File: src/rtl/nes_paddle_ctrl.sv
// Paddle position controller: debounced-button edge pulses plus a per-frame
// IDLE/SLOW/FAST motion state machine with clamped vertical position.
module nes_paddle_ctrl #(
    parameter int INIT_Y      = 204,
    parameter int Y_MIN       = 32,
    parameter int Y_MAX       = 447,
    parameter int PAD_H       = 72,
    parameter int SLOW_VEL    = 2,
    parameter int FAST_VEL    = 6,
    parameter int HOLD_FRAMES = 16
) (
    input  logic       clk,
    input  logic       reset,
    input  logic       up,
    input  logic       down,
    input  logic       start,
    input  logic       select,
    input  logic       refresh_tick,
    output logic [9:0] paddle_y,
    output logic       start_pulse,
    output logic       select_pulse,
    output logic       moving
);

    localparam int HW      = (HOLD_FRAMES < 1) ? 1 : $clog2(HOLD_FRAMES + 1);
    localparam int Y_LIMIT = Y_MAX - PAD_H + 1;

    typedef enum logic [1:0] {
        IDLE = 2'd0,
        SLOW = 2'd1,
        FAST = 2'd2
    } state_t;

    state_t          state_r, state_nxt_s;
    logic            dir_r, dir_nxt_s;          // 1 = down
    logic [HW-1:0]   hold_r, hold_nxt_s, hold_inc_s;
    logic [9:0]      y_r, y_nxt_s;
    logic            start_q_r, select_q_r;
    logic            start_pulse_r, select_pulse_r, moving_r;
    logic            moving_nxt_s;
    logic            want_up_s, want_dn_s, req_s, select_rise_s;

    // One clamped step in 11-bit arithmetic so neither direction can wrap.
    function automatic logic [9:0] step_pos(input logic [9:0] y, input logic [10:0] vel,
                                            input logic dn);
        logic [10:0] y_ext;
        logic [10:0] res;
        y_ext = {1'b0, y};
        if (dn) begin
            res = y_ext + vel;
            if (res > 11'(Y_LIMIT)) begin
                res = 11'(Y_LIMIT);
            end else begin
                res = res;
            end
        end else begin
            if (y_ext < (11'(Y_MIN) + vel)) begin
                res = 11'(Y_MIN);
            end else begin
                res = y_ext - vel;
            end
        end
        return res[9:0];
    endfunction

    assign want_up_s     = up & ~down;
    assign want_dn_s     = down & ~up;
    assign req_s         = want_up_s | want_dn_s;
    assign select_rise_s = select & ~select_q_r;
    assign hold_inc_s    = (hold_r == HW'(HOLD_FRAMES)) ? hold_r : hold_r + 1'b1;

    // Motion state, direction, hold counter and position registers.
    always_ff @(posedge clk or posedge reset) begin
        if (reset) begin
            state_r <= IDLE;
            dir_r   <= 1'b0;
            hold_r  <= '0;
            y_r     <= 10'(INIT_Y);
        end else begin
            state_r <= state_nxt_s;
            dir_r   <= dir_nxt_s;
            hold_r  <= hold_nxt_s;
            y_r     <= y_nxt_s;
        end
    end

    // Next-state logic; a select edge recenters and overrides any frame tick.
    always_comb begin
        state_nxt_s = state_r;
        dir_nxt_s   = dir_r;
        hold_nxt_s  = hold_r;
        y_nxt_s     = y_r;
        if (select_rise_s) begin
            state_nxt_s = IDLE;
            hold_nxt_s  = '0;
            y_nxt_s     = 10'(INIT_Y);
        end else if (refresh_tick) begin
            if (!req_s) begin
                state_nxt_s = IDLE;
                hold_nxt_s  = '0;
            end else begin
                case (state_r)
                    SLOW, FAST: begin
                        if (want_dn_s == dir_r) begin
                            if (state_r == FAST) begin
                                y_nxt_s = step_pos(y_r, 11'(FAST_VEL), dir_r);
                            end else begin
                                y_nxt_s    = step_pos(y_r, 11'(SLOW_VEL), dir_r);
                                hold_nxt_s = hold_inc_s;
                                if (hold_inc_s == HW'(HOLD_FRAMES)) begin
                                    state_nxt_s = FAST;
                                end else begin
                                    state_nxt_s = SLOW;
                                end
                            end
                        end else begin
                            y_nxt_s     = step_pos(y_r, 11'(SLOW_VEL), want_dn_s);
                            dir_nxt_s   = want_dn_s;
                            hold_nxt_s  = HW'(1);
                            state_nxt_s = SLOW;
                        end
                    end
                    default: begin
                        y_nxt_s     = step_pos(y_r, 11'(SLOW_VEL), want_dn_s);
                        dir_nxt_s   = want_dn_s;
                        hold_nxt_s  = HW'(1);
                        state_nxt_s = SLOW;
                    end
                endcase
            end
        end else begin
            state_nxt_s = state_r;
        end
    end

    // Output decode from the upcoming state so moving tracks the state register.
    always_comb begin
        moving_nxt_s = 1'b0;
        case (state_nxt_s)
            SLOW, FAST: moving_nxt_s = 1'b1;
            default:    moving_nxt_s = 1'b0;
        endcase
    end

    // Registered outputs and button edge-detect history.
    always_ff @(posedge clk or posedge reset) begin
        if (reset) begin
            start_q_r      <= 1'b0;
            select_q_r     <= 1'b0;
            start_pulse_r  <= 1'b0;
            select_pulse_r <= 1'b0;
            moving_r       <= 1'b0;
        end else begin
            start_q_r      <= start;
            select_q_r     <= select;
            start_pulse_r  <= start & ~start_q_r;
            select_pulse_r <= select_rise_s;
            moving_r       <= moving_nxt_s;
        end
    end

    assign paddle_y     = y_r;
    assign start_pulse  = start_pulse_r;
    assign select_pulse = select_pulse_r;
    assign moving       = moving_r;

endmodule

File: config.mk
export PLATFORM = sky130hd
export DESIGN_NAME = nes_paddle_ctrl
export DESIGN_NICKNAME = d
export VERILOG_FILES = /design/src/rtl/nes_paddle_ctrl.sv
export SDC_FILE = /design/constraint.sdc
export NUM_CORES = 1
export LEC_CHECK = 0
export BUFFER_PORTS_ARGS = -buffer_cell sky130_fd_sc_hd__buf_2
export CAP_MARGIN = 20
export CELL_PAD_IN_SITES_DETAIL_PLACEMENT = 1
export CELL_PAD_IN_SITES_GLOBAL_PLACEMENT = 1
export CORE_ASPECT_RATIO = 1.5
export CORE_MARGIN = 2
export CORE_UTILIZATION = 45
export DETAILED_ROUTE_END_ITERATION = 12
export GPL_TIMING_DRIVEN = 0
export PLACE_DENSITY = 0.88
export SYNTH_ARGS = -nofsm -noshare
export SYNTH_HDL_FRONTEND = slang
export SYNTH_SLANG_ARGS = --single-unit
File: constraint.sdc
create_clock -name clk -period 3.05 [get_ports clk]
set_input_delay 0.4575 -clock clk [delete_from_list [all_inputs] [get_ports clk]]
set_output_delay 0.4575 -clock clk [all_outputs]
set_load 0.02 [all_outputs]
==> results of run 1 <==
metrics by stage:
stage	utilization [%]	power (mW)	TNS, ns
6_report	50.48	1.724	0
3_3_place_gp	49.41	1.438	-0.07254
3_5_place_dp	49.41	1.475	-0.3897
4_1_cts	50.39	1.691	0
5_1_grt	50.48	1.827	0
2_1_floorplan	-	1.171	0
area by class of cell:
| cell class | count | area [sq um] |
|---|---|---|
| plain buffers | 28 | 137.6 |
| flip-flops and latches | 23 | 581.8 |
| multi-input cells | 281 | 1896 |
| inverters | 14 | 52.55 |
| clock buffers | 3 | 41.29 |
| clock inverters | 1 | 5.005 |
| fillers | 767 | 2844 |
| repair buffers | 19 | 95.09 |
| well taps | 72 | 90.09 |
final timing paths:
path,start,endpoint
worst min register to register,start_q_r$_DFF_PP0_,start_pulse$_DFF_PP0_
worst max-delay path,paddle_y[2]$_DFFE_PP1P_,paddle_y[5]$_DFFE_PP0P_
worst max register to register,paddle_y[2]$_DFFE_PP1P_,paddle_y[5]$_DFFE_PP0P_
max in group asynchronous,reset,paddle_y[1]$_DFFE_PP0P_
min in group asynchronous,reset,state_r[1]$_DFF_PP0_
worst min-delay path,start,start_q_r$_DFF_PP0_
what timing repair did:
action / CTS / global route
setup buffers: 0 / 0
setup endpoints to repair: 6 / 8
resized for setup: 2 / 3
flip-flops by register name, summed over array words and instances, names as in the netlist:
name	flops
hold_r	5
paddle_y	10
start_q_r	1
dir_r	1
start_pulse	1
select_q_r	1
select_pulse	1
moving	1
state_r	2
Yosys cell counts (4+ instances only):
cell type                   n
sky130_fd_sc_hd__a21oi_1   14
sky130_fd_sc_hd__a31oi_1   11
sky130_fd_sc_hd__and3_1     7
sky130_fd_sc_hd__buf_2      7
sky130_fd_sc_hd__buf_4      4
sky130_fd_sc_hd__clkbuf_1  15
sky130_fd_sc_hd__dfrtp_1   19
sky130_fd_sc_hd__dfstp_2    4
sky130_fd_sc_hd__ha_1       7
sky130_fd_sc_hd__inv_1     12
sky130_fd_sc_hd__mux2_2     4
sky130_fd_sc_hd__nand2_1   33
sky130_fd_sc_hd__nand2b_1   7
sky130_fd_sc_hd__nand3_1   10
sky130_fd_sc_hd__nand4_1    5
sky130_fd_sc_hd__nor2_1    29
sky130_fd_sc_hd__nor2b_1    8
sky130_fd_sc_hd__nor3_1    12
sky130_fd_sc_hd__nor4_1     6
sky130_fd_sc_hd__o21ai_0   28
sky130_fd_sc_hd__o221ai_1   5
sky130_fd_sc_hd__o31ai_1    4
sky130_fd_sc_hd__xnor2_1    6
sky130_fd_sc_hd__xor2_1     7
per-layer routing:
layer	global-route usage [%]	wire, um
met5	0	0
met4	20.88	555
met3	4.378	529
met2	54.38	5109
met1	34.98	3610
cells in the final DEF (no fill, tap or decap), drive strengths merged, types with 4 or more instances in the layout:
master | netlist | routed
a21oi | 16 | 16
nor2 | 30 | 30
xor2 | 9 | 9
dfstp | 4 | 4
nor3 | 13 | 13
nand2 | 33 | 33
inv | 13 | 13
nor2b | 8 | 8
nand3 | 10 | 10
buf | 14 | 33
nand2b | 7 | 7
o31ai | 4 | 4
mux2 | 5 | 5
o221ai | 5 | 5
nor4 | 7 | 7
xnor2 | 6 | 6
nand4 | 6 | 6
o21ai | 29 | 29
ha | 7 | 7
clkbuf | 15 | 17
dfrtp | 19 | 19
and3 | 7 | 7
a31oi | 11 | 11
cells by family (layout without fill, tap and decap cells):
family	after synthesis	after routing	share of synthesized area, %
AOI/OAI and AO/OA	112	112	30.66
xor gates and xnor gates	15	15	5.519
adders and majority gates	7	7	3.302
buffers and inverters	43	65	7.264
DFF	23	23	21.89
muxes	8	8	3.396
and+or+nand+nor	139	139	27.97
worst max-delay path, stage by stage, from the launching register on:
cell and delay, ns:
sky130_fd_sc_hd__dfstp_2 0.63, sky130_fd_sc_hd__buf_2 0.25, sky130_fd_sc_hd__inv_1 0.12, sky130_fd_sc_hd__ha_2 0.24, sky130_fd_sc_hd__nor3_1 0.21, sky130_fd_sc_hd__mux2_2 0.40, sky130_fd_sc_hd__nor4_4 0.43, sky130_fd_sc_hd__nand2_1 0.10
sky130_fd_sc_hd__a311o_1 0.30
power groups by stage:
stage	Sequential, mW	Combinational (mW)	Clock (mW)
floorplan	0.448	0.724	0
global placement	0.419	1.02	0
detailed placement	0.422	1.05	0
CTS	0.416	1.07	0.207
global route	0.424	1.18	0.219
finish	0.417	1.10	0.202
==> insert_results.sql, run 1 <==
INSERT INTO impl_metrics (metric_group, metric, value, unit) VALUES
('run_status', 'outcome', 'finished, final reports clean', ''),
('timing', 'fin_worst_hold_slack', '0.2970', 'ns'),
('clocking', 'tritoncts_clock_tree', 'done', ''),
('timing', 'timing.slew.headroom', '33.05', '%'),
('floorplan', 'placement_rows', '34', ''),
('pwr', 'combinational_group_share_of_total_power', '64.0', '%'),
('floorplan', 'die_h', '98.03', 'um'),
('pwr', 'power.share.switching', '52.74', '%'),
('logic_synthesis', 'synth.net_count', '361', ''),
('route', 'postRouteAntennaNets', '0', ''),
('clocking', 'clock_tree.buffer_depth', '2', ''),
('timing', 'fin_ws', '0.2425', 'ns'),
('worst_setup_path', 'setup.worst_path.start_class', 'flip-flop', ''),
('place', 'dpl.hpwl', '7401', 'um'),
('clocking', 'cts_h_tree_depth', '1', ''),
('place', 'placedInstanceArea', '2838', 'sq um'),
('logic_synthesis', 'mappedNetlistArea', '2653', 'sq um'),
('pwr', 'p_int', '0.8146', 'mW'),
('logic_synthesis', 'count_of_state_elements_after_synthesis', '23', ''),
('global_route', 'grt.total_usage', '31.60', '%'),
('clocking', 'clock_insertion_delay_worst_skew', '0.27', 'ns'),
('floorplan', 'fp.dieW', '66.69', 'um'),
('route', 'drc', '0', ''),
('worst_setup_path', 'endpoint_class_of_the_critical_path', 'flip-flop', ''),
('final_layout', 'antenna_cells', '0', ''),
('worst_setup_path', 'rr_worst_depth', '8', ''),
('logic_synthesis', 'synth.yosys.seq_area_share', '21.89', '%'),
('timing', 'clock.fmax', '356.2', 'MHz'),
('pwr', 'power.clock.fraction', '11.7', '%'),
('pwr', 'power.switching', '0.9092', 'mW'),
('flow_run', 'drv.max_cap_violation_count', '0', ''),
('final_layout', 'layout.cells.non_filler', '441', ''),
('pwr', 'p_seq_share', '24.2', '%'),
('route', 'via_count', '2984', ''),
('clocking', 'cts_buffers', '3', ''),
('timing', 'setup-violations-final', '0', ''),
('pwr', 'ir_worst_vdd', '240.8', 'uV'),
('global_route', 'first_global_vias', '3158', ''),
('clocking', 'clk_root_buffer_cell', 'sky130_fd_sc_hd__clkbuf_8', ''),
('place', 'gp_routability_congestion', '0.9827', ''),
('global_route', 'grt_first_pass_wirelength', '15820', 'um'),
('worst_setup_path', 'path_max_fanout', '10', ''),
('route', 'detail_routed_via_count_per_cell', '6.766', ''),
('floorplan', 'initial_core_util', '46.19', '%'),
('final_layout', 'finalInstanceArea', '2899', 'sq um'),
('final_layout', 'drive_above_1_share', '16.80', '%'),
('min_path', 'whs_path_depth', '1', ''),
('worst_setup_path', 'setup.reg_to_reg.worst_slack', '0.24', 'ns'),
('logic_synthesis', 'synth_cell_type_count', '74', ''),
('route', 'drt-total-wl', '9806', 'um'),
('global_route', 'grt_antenna_before_repair', '0', ''),
('place', 'placedCellCount', '438', ''),
('min_path', 'hold_path_class', 'in -> reg', ''),
('clocking', 'numClockSinks', '23', ''),
('timing', 'timing.final.crit_share', '92.05', '%'),
('logic_synthesis', 'synth_enable_flop_cells', '0', ''),
('logic_synthesis', 'share_of_synthesized_flip_flops_with_an_asynchronous_set_or_reset', '100.0', '%'),
('place', 'io_buffers', '19', ''),
('floorplan', 'design.die.area', '6537', 'sq um'),
('timing', 'timing_worst_slew_pin_value', '0.9951', 'ns'),
('logic_synthesis', 'post_synth.cell_area_avg', '7.644', 'sq um'),
('logic_synthesis', 'synth_warnings', '0', ''),
('route', 'drt_iter0_drc', '213', ''),
('logic_synthesis', 'synthFlopType', 'sky130_fd_sc_hd__dfrtp_1', ''),
('timing', 'fin_worst_skew', '0.003553', 'ns'),
('worst_setup_path', 'cp_data_arrival_time', '2.97', 'ns'),
('logic_synthesis', 'post_synth_main_area_contributors', 'sky130_fd_sc_hd__dfrtp_1 (18%), sky130_fd_sc_hd__o21ai_0 (5.3%), sky130_fd_sc_hd__nand2_1 (4.7%)', ''),
('logic_synthesis', 'syn-instance-count', '347', ''),
('clocking', 'postCtsHoldBufs', '0', ''),
('timing', 'rsz_0062_raised_after_global_routing', 'false', ''),
('floorplan', 'core_region_area', '5743', 'sq um');
Power figures use the tool's default switching activity.
==> run 2, diff against run 1 <==
- ABC_AREA: default -> 1
- CORE_UTILIZATION: 45 -> 42
- PLACE_DENSITY: 0.88 -> 0.87
==> run 2 against run 1 <==
Synthesized area is 15% lower. Total power down 29%. Setup slack improved by 0.37 ns. Cell area is 15% lower. Clock skew rose by 0.0017 ns. Synthesized cell count increased by 4.0%. Register-to-register slack improved by 0.37 ns. Final cell count is 2.5% higher. Non-clock buffer count shrank 20. Critical path depth increased by 6. Combinational power is 43% lower. Largest cell class unchanged. Highest routed layer unchanged.
==> insert_results.sql, run 2 <==
INSERT INTO impl_metrics (metric_group, metric, value, unit) VALUES
('global_route', 'grt_remaining_overflow', '0', ''),
('flow_run', 'drv.max_cap_violation_count', '0', ''),
('logic_synthesis', 'synth_cell_type_count', '31', ''),
('global_route', 'grt_first_pass_wirelength', '12320', 'um'),
('route', 'drt_iter0_drc', '91', ''),
('floorplan', 'core_region_area', '5165', 'sq um'),
('floorplan', 'fp.dieW', '63.76', 'um'),
('timing', 'fin_ws', '0.6076', 'ns'),
('global_route', 'first_global_vias', '2657', ''),
('route', 'average_wire_per_cell_in_the_routed_design', '16.05', 'um'),
('clocking', 'postCtsHoldBufs', '0', ''),
('global_route', 'grt.total_usage', '26.72', '%'),
('logic_synthesis', 'synth_xor_xnor_area_share', '4.672', '%'),
('clocking', 'clock_insertion_delay_worst_skew', '0.28', 'ns'),
('final_layout', 'multiInputGateArea', '1374', 'sq um'),
('floorplan', 'die_h', '93.64', 'um'),
('final_layout', 'largest_reg_flops', '10', ''),
('timing', 'rsz_0062_raised_after_global_routing', 'false', ''),
('logic_synthesis', 'share_of_synthesized_flip_flops_with_an_asynchronous_set_or_reset', '100.0', '%'),
('clocking', 'clk_root_buffer_cell', 'sky130_fd_sc_hd__clkbuf_8', ''),
('worst_setup_path', 'r2r-start', 'paddle_y[2]$_DFFE_PP1P_', ''),
('global_route', 'grt_antenna_before_repair', '0', ''),
('min_path', 'whs_path_depth', '1', ''),
('logic_synthesis', 'synth_top_area_share', '21.13', '%'),
('logic_synthesis', 'synth_simple_gate_area_share', '39.32', '%'),
('worst_setup_path', 'r2r_end', 'paddle_y[5]$_DFFE_PP0P_', ''),
('logic_synthesis', 'synthFlopType', 'sky130_fd_sc_hd__dfrtp_1', ''),
('final_layout', 'layout-area-overhead-vs-synth', '10.18', '%'),
('final_layout', 'drive_above_1_share', '15.63', '%'),
('route', 'drc', '0', ''),
('run_status', 'outcome', 'finished, final reports clean', ''),
('timing', 'timing.final.crit_share', '80.08', '%'),
('route', 'postRouteAntennaNets', '0', ''),
('logic_synthesis', 'synth.net_count', '375', ''),
('clocking', 'clock_tree.buffer_depth', '2', ''),
('place', 'dpl.hpwl', '5869', 'um'),
('final_layout', 'final-seq-area', '580.6', 'sq um'),
('final_layout', 'most-common-layout-cells', 'sky130_fd_sc_hd__nand2_1 (105), sky130_fd_sc_hd__inv_1 (55), sky130_fd_sc_hd__nor2_1 (33), sky130_fd_sc_hd__nand3_1 (26), sky130_fd_sc_hd__buf_2 (21)', ''),
('route', 'detail_routed_via_count_per_cell', '5.458', ''),
('logic_synthesis', 'synth_top_family_by_area', 'simple AND/OR/NAND/NOR gates', ''),
('place', 'io_buffers', '19', ''),
('worst_setup_path', 'setup.reg_to_reg.worst_slack', '0.61', 'ns'),
('logic_synthesis', 'synthTopCellsByCount', 'sky130_fd_sc_hd__nand2_1 (105), sky130_fd_sc_hd__inv_1 (55), sky130_fd_sc_hd__nor2_1 (33)', ''),
('timing', 'number_of_pins_with_negative_max_slew_slack_in_the_final_report', '0', ''),
('floorplan', 'placement_rows', '32', ''),
('worst_setup_path', 'path_max_fanout', '8', ''),
('logic_synthesis', 'count_of_state_elements_after_synthesis', '23', ''),
('final_layout', 'most_common_cell_after_layout_fill_and_taps_aside', 'sky130_fd_sc_hd__nand2_1', ''),
('timing', 'setup-tns-final', '0', 'ns'),
('logic_synthesis', 'synth-adder-area-share', '3.893', '%'),
('logic_synthesis', 'synth_largest_area_cell', 'sky130_fd_sc_hd__dfrtp_1', ''),
('pwr', 'finalPower', '1.219', 'mW'),
('route', 'via_count', '2467', ''),
('logic_synthesis', 'syn-instance-count', '361', ''),
('clocking', 'post_cts.resized_instances', '0', ''),
('timing', 'fin_worst_skew', '0.005246', 'ns'),
('floorplan', 'ioPinCount', '20', ''),
('worst_setup_path', 'critPathRequiredTime', '3.23', 'ns'),
('clocking', 'cts_h_tree_depth', '1', ''),
('pwr', 'power_density', '491.9', 'nW/um^2'),
('timing', 'finalHoldViolCount', '0', ''),
('worst_setup_path', 'rr_worst_depth', '14', ''),
('clocking', 'cts_buffers', '3', ''),
('worst_setup_path', 'endpoint_class_of_the_critical_path', 'flip-flop', ''),
('timing', 'clock.fmax', '409.4', 'MHz'),
('logic_synthesis', 'synth_enable_flop_cells', '0', ''),
('final_layout', 'layout.filler_cells', '718', ''),
('floorplan', 'initial_core_util', '43.56', '%'),
('logic_synthesis', 'mux_cell_area_share_after_synthesis', '0', '%'),
('clocking', 'cts_setup_buffers', '0', ''),
('logic_synthesis', 'synth.most_common_cell', 'sky130_fd_sc_hd__nand2_1', ''),
('worst_setup_path', 'setup.worst_path.start_class', 'flip-flop', ''),
('timing', 'timing.slew.headroom', '39.38', '%'),
('min_path', 'min_from', 'select', ''),
('logic_synthesis', 'synth_compound_area_share', '13.18', '%'),
('worst_setup_path', 'cp_data_arrival_time', '2.63', 'ns'),
('floorplan', 'design.die.area', '5970', 'sq um'),
('route', 'drt-total-wl', '7253', 'um'),
('logic_synthesis', 'synth.yosys.seq_area_share', '25.81', '%'),
('pwr', 'ir_worst_vdd', '241.6', 'uV'),
('worst_setup_path', 'worst-setup-path-type', 'reg -> reg', ''),
('final_layout', 'antenna_cells', '0', ''),
('logic_synthesis', 'synth_warnings', '0', ''),
('timing', 'timing_worst_slew_pin_value', '0.9084', 'ns'),
('timing', 'finalWorstPathRequiredPeriod', '2.442', 'ns'),
('min_path', 'hold_path_class', 'in -> reg', ''),
('logic_synthesis', 'post_synth.cell_area_avg', '6.232', 'sq um'),
('global_route', 'grt_start_max_net_pins', '24', ''),
('timing', 'setup-violations-final', '0', ''),
('clocking', 'clk_transition_reported_paths', '0.09', 'ns'),
('place', 'gp_routability_congestion', '0.9133', ''),
('pwr', 'static_leakage', '1.321', 'nW'),
('route', 'drtPass1Iterations', '4', ''),
('logic_synthesis', 'mappedNetlistArea', '2250', 'sq um'),
('clocking', 'numClockSinks', '23', ''),
('logic_synthesis', 'post_synth_main_area_contributors', 'sky130_fd_sc_hd__dfrtp_1 (21%), sky130_fd_sc_hd__nand2_1 (18%), sky130_fd_sc_hd__inv_1 (9.2%)', ''),
('place', 'dpl_worst_slack', '0.5039', 'ns'),
('clocking', 'tritoncts_clock_tree', 'done', ''),
('final_layout', 'finalNetCount', '399', ''),
('min_path', 'hold-path-endpoint', 'select_q_r$_DFF_PP0_', '');
## run 2: cell count changes after synthesis, moves of 11 or more
cell                       change
sky130_fd_sc_hd__a31oi_1      -11
sky130_fd_sc_hd__inv_1        +43
sky130_fd_sc_hd__clkbuf_1     -15
sky130_fd_sc_hd__nand2_1      +72
sky130_fd_sc_hd__nand3_1      +16
## run 2: power by group
part / switching [mW] / leakage [nW] / internal [mW]
combinational: 0.429 / 1.00 / 0.200
clock: 0.115 / 0.0217 / 0.0931
sequential: 0.0397 / 0.295 / 0.342
## run 2: area by class of cell
cell class	instances	area share, %
Sequential cell	23	23.42
Clock buffer	3	1.666
Multi-Input combinational cell	271	55.43
Timing Repair Buffer	19	3.836
Inverter	59	8.935
Tap cell	68	3.433
Buffer	8	2.978
Clock inverter	1	0.3029
## run 2: worst max-delay path, cell delays in order (launching register included)
cell,delay [ns]
sky130_fd_sc_hd__dfstp_2,0.64
sky130_fd_sc_hd__inv_1,0.08
sky130_fd_sc_hd__ha_1,0.23
sky130_fd_sc_hd__inv_1,0.09
sky130_fd_sc_hd__nand4_1,0.16
sky130_fd_sc_hd__inv_1,0.19
sky130_fd_sc_hd__nand3_1,0.09
sky130_fd_sc_hd__a21oi_1,0.31
sky130_fd_sc_hd__nand3_2,0.17
sky130_fd_sc_hd__inv_1,0.10
sky130_fd_sc_hd__nand2_1,0.05
sky130_fd_sc_hd__nand2_1,0.05
sky130_fd_sc_hd__nand2_1,0.05
sky130_fd_sc_hd__nand2_1,0.06
sky130_fd_sc_hd__nand2_1,0.05
## run 2: kinds of logic after synthesis
group | after synthesis
flops | 23
buf+inv | 67
simple gates | 198
fa+ha+maj | 7
xor+xnor | 12
compound gates | 54
## run 2: how the worst max path moves through the flow
| stage | start | to | cells past startpoint |
|---|---|---|---|
| after floorplan | paddle_y[2]$_DFFE_PP1P_ | paddle_y[5]$_DFFE_PP0P_ | 14 |
| after global placement | up | moving$_DFF_PP0_ | 13 |
| after detailed placement | up | moving$_DFF_PP0_ | 13 |
| after CTS | paddle_y[2]$_DFFE_PP1P_ | paddle_y[5]$_DFFE_PP0P_ | 14 |
| after global routing | paddle_y[2]$_DFFE_PP1P_ | paddle_y[5]$_DFFE_PP0P_ | 14 |
| final | paddle_y[2]$_DFFE_PP1P_ | paddle_y[5]$_DFFE_PP0P_ | 14 |
## run 2: metal layers
| layer | wire length (um) | track usage [%] |
|---|---|---|
| met5 | 0 | 0 |
| met4 | 531 | 21.01 |
| met3 | 143 | 1.805 |
| met2 | 3887 | 50.09 |
| met1 | 2691 | 26.72 |
## run 2: per-stage QoR
stage	util, %	instance area [sq um]	std cells	hold WS, ns
floorplan	-	2250	361	0.3763
CTS	47.99	2479	452	0.2886
finish	47.99	2479	452	0.2846
global placement	47.04	2430	448	0.3806
detailed placement	47.04	2430	448	0.3922
global route	47.99	2479	452	0.2792
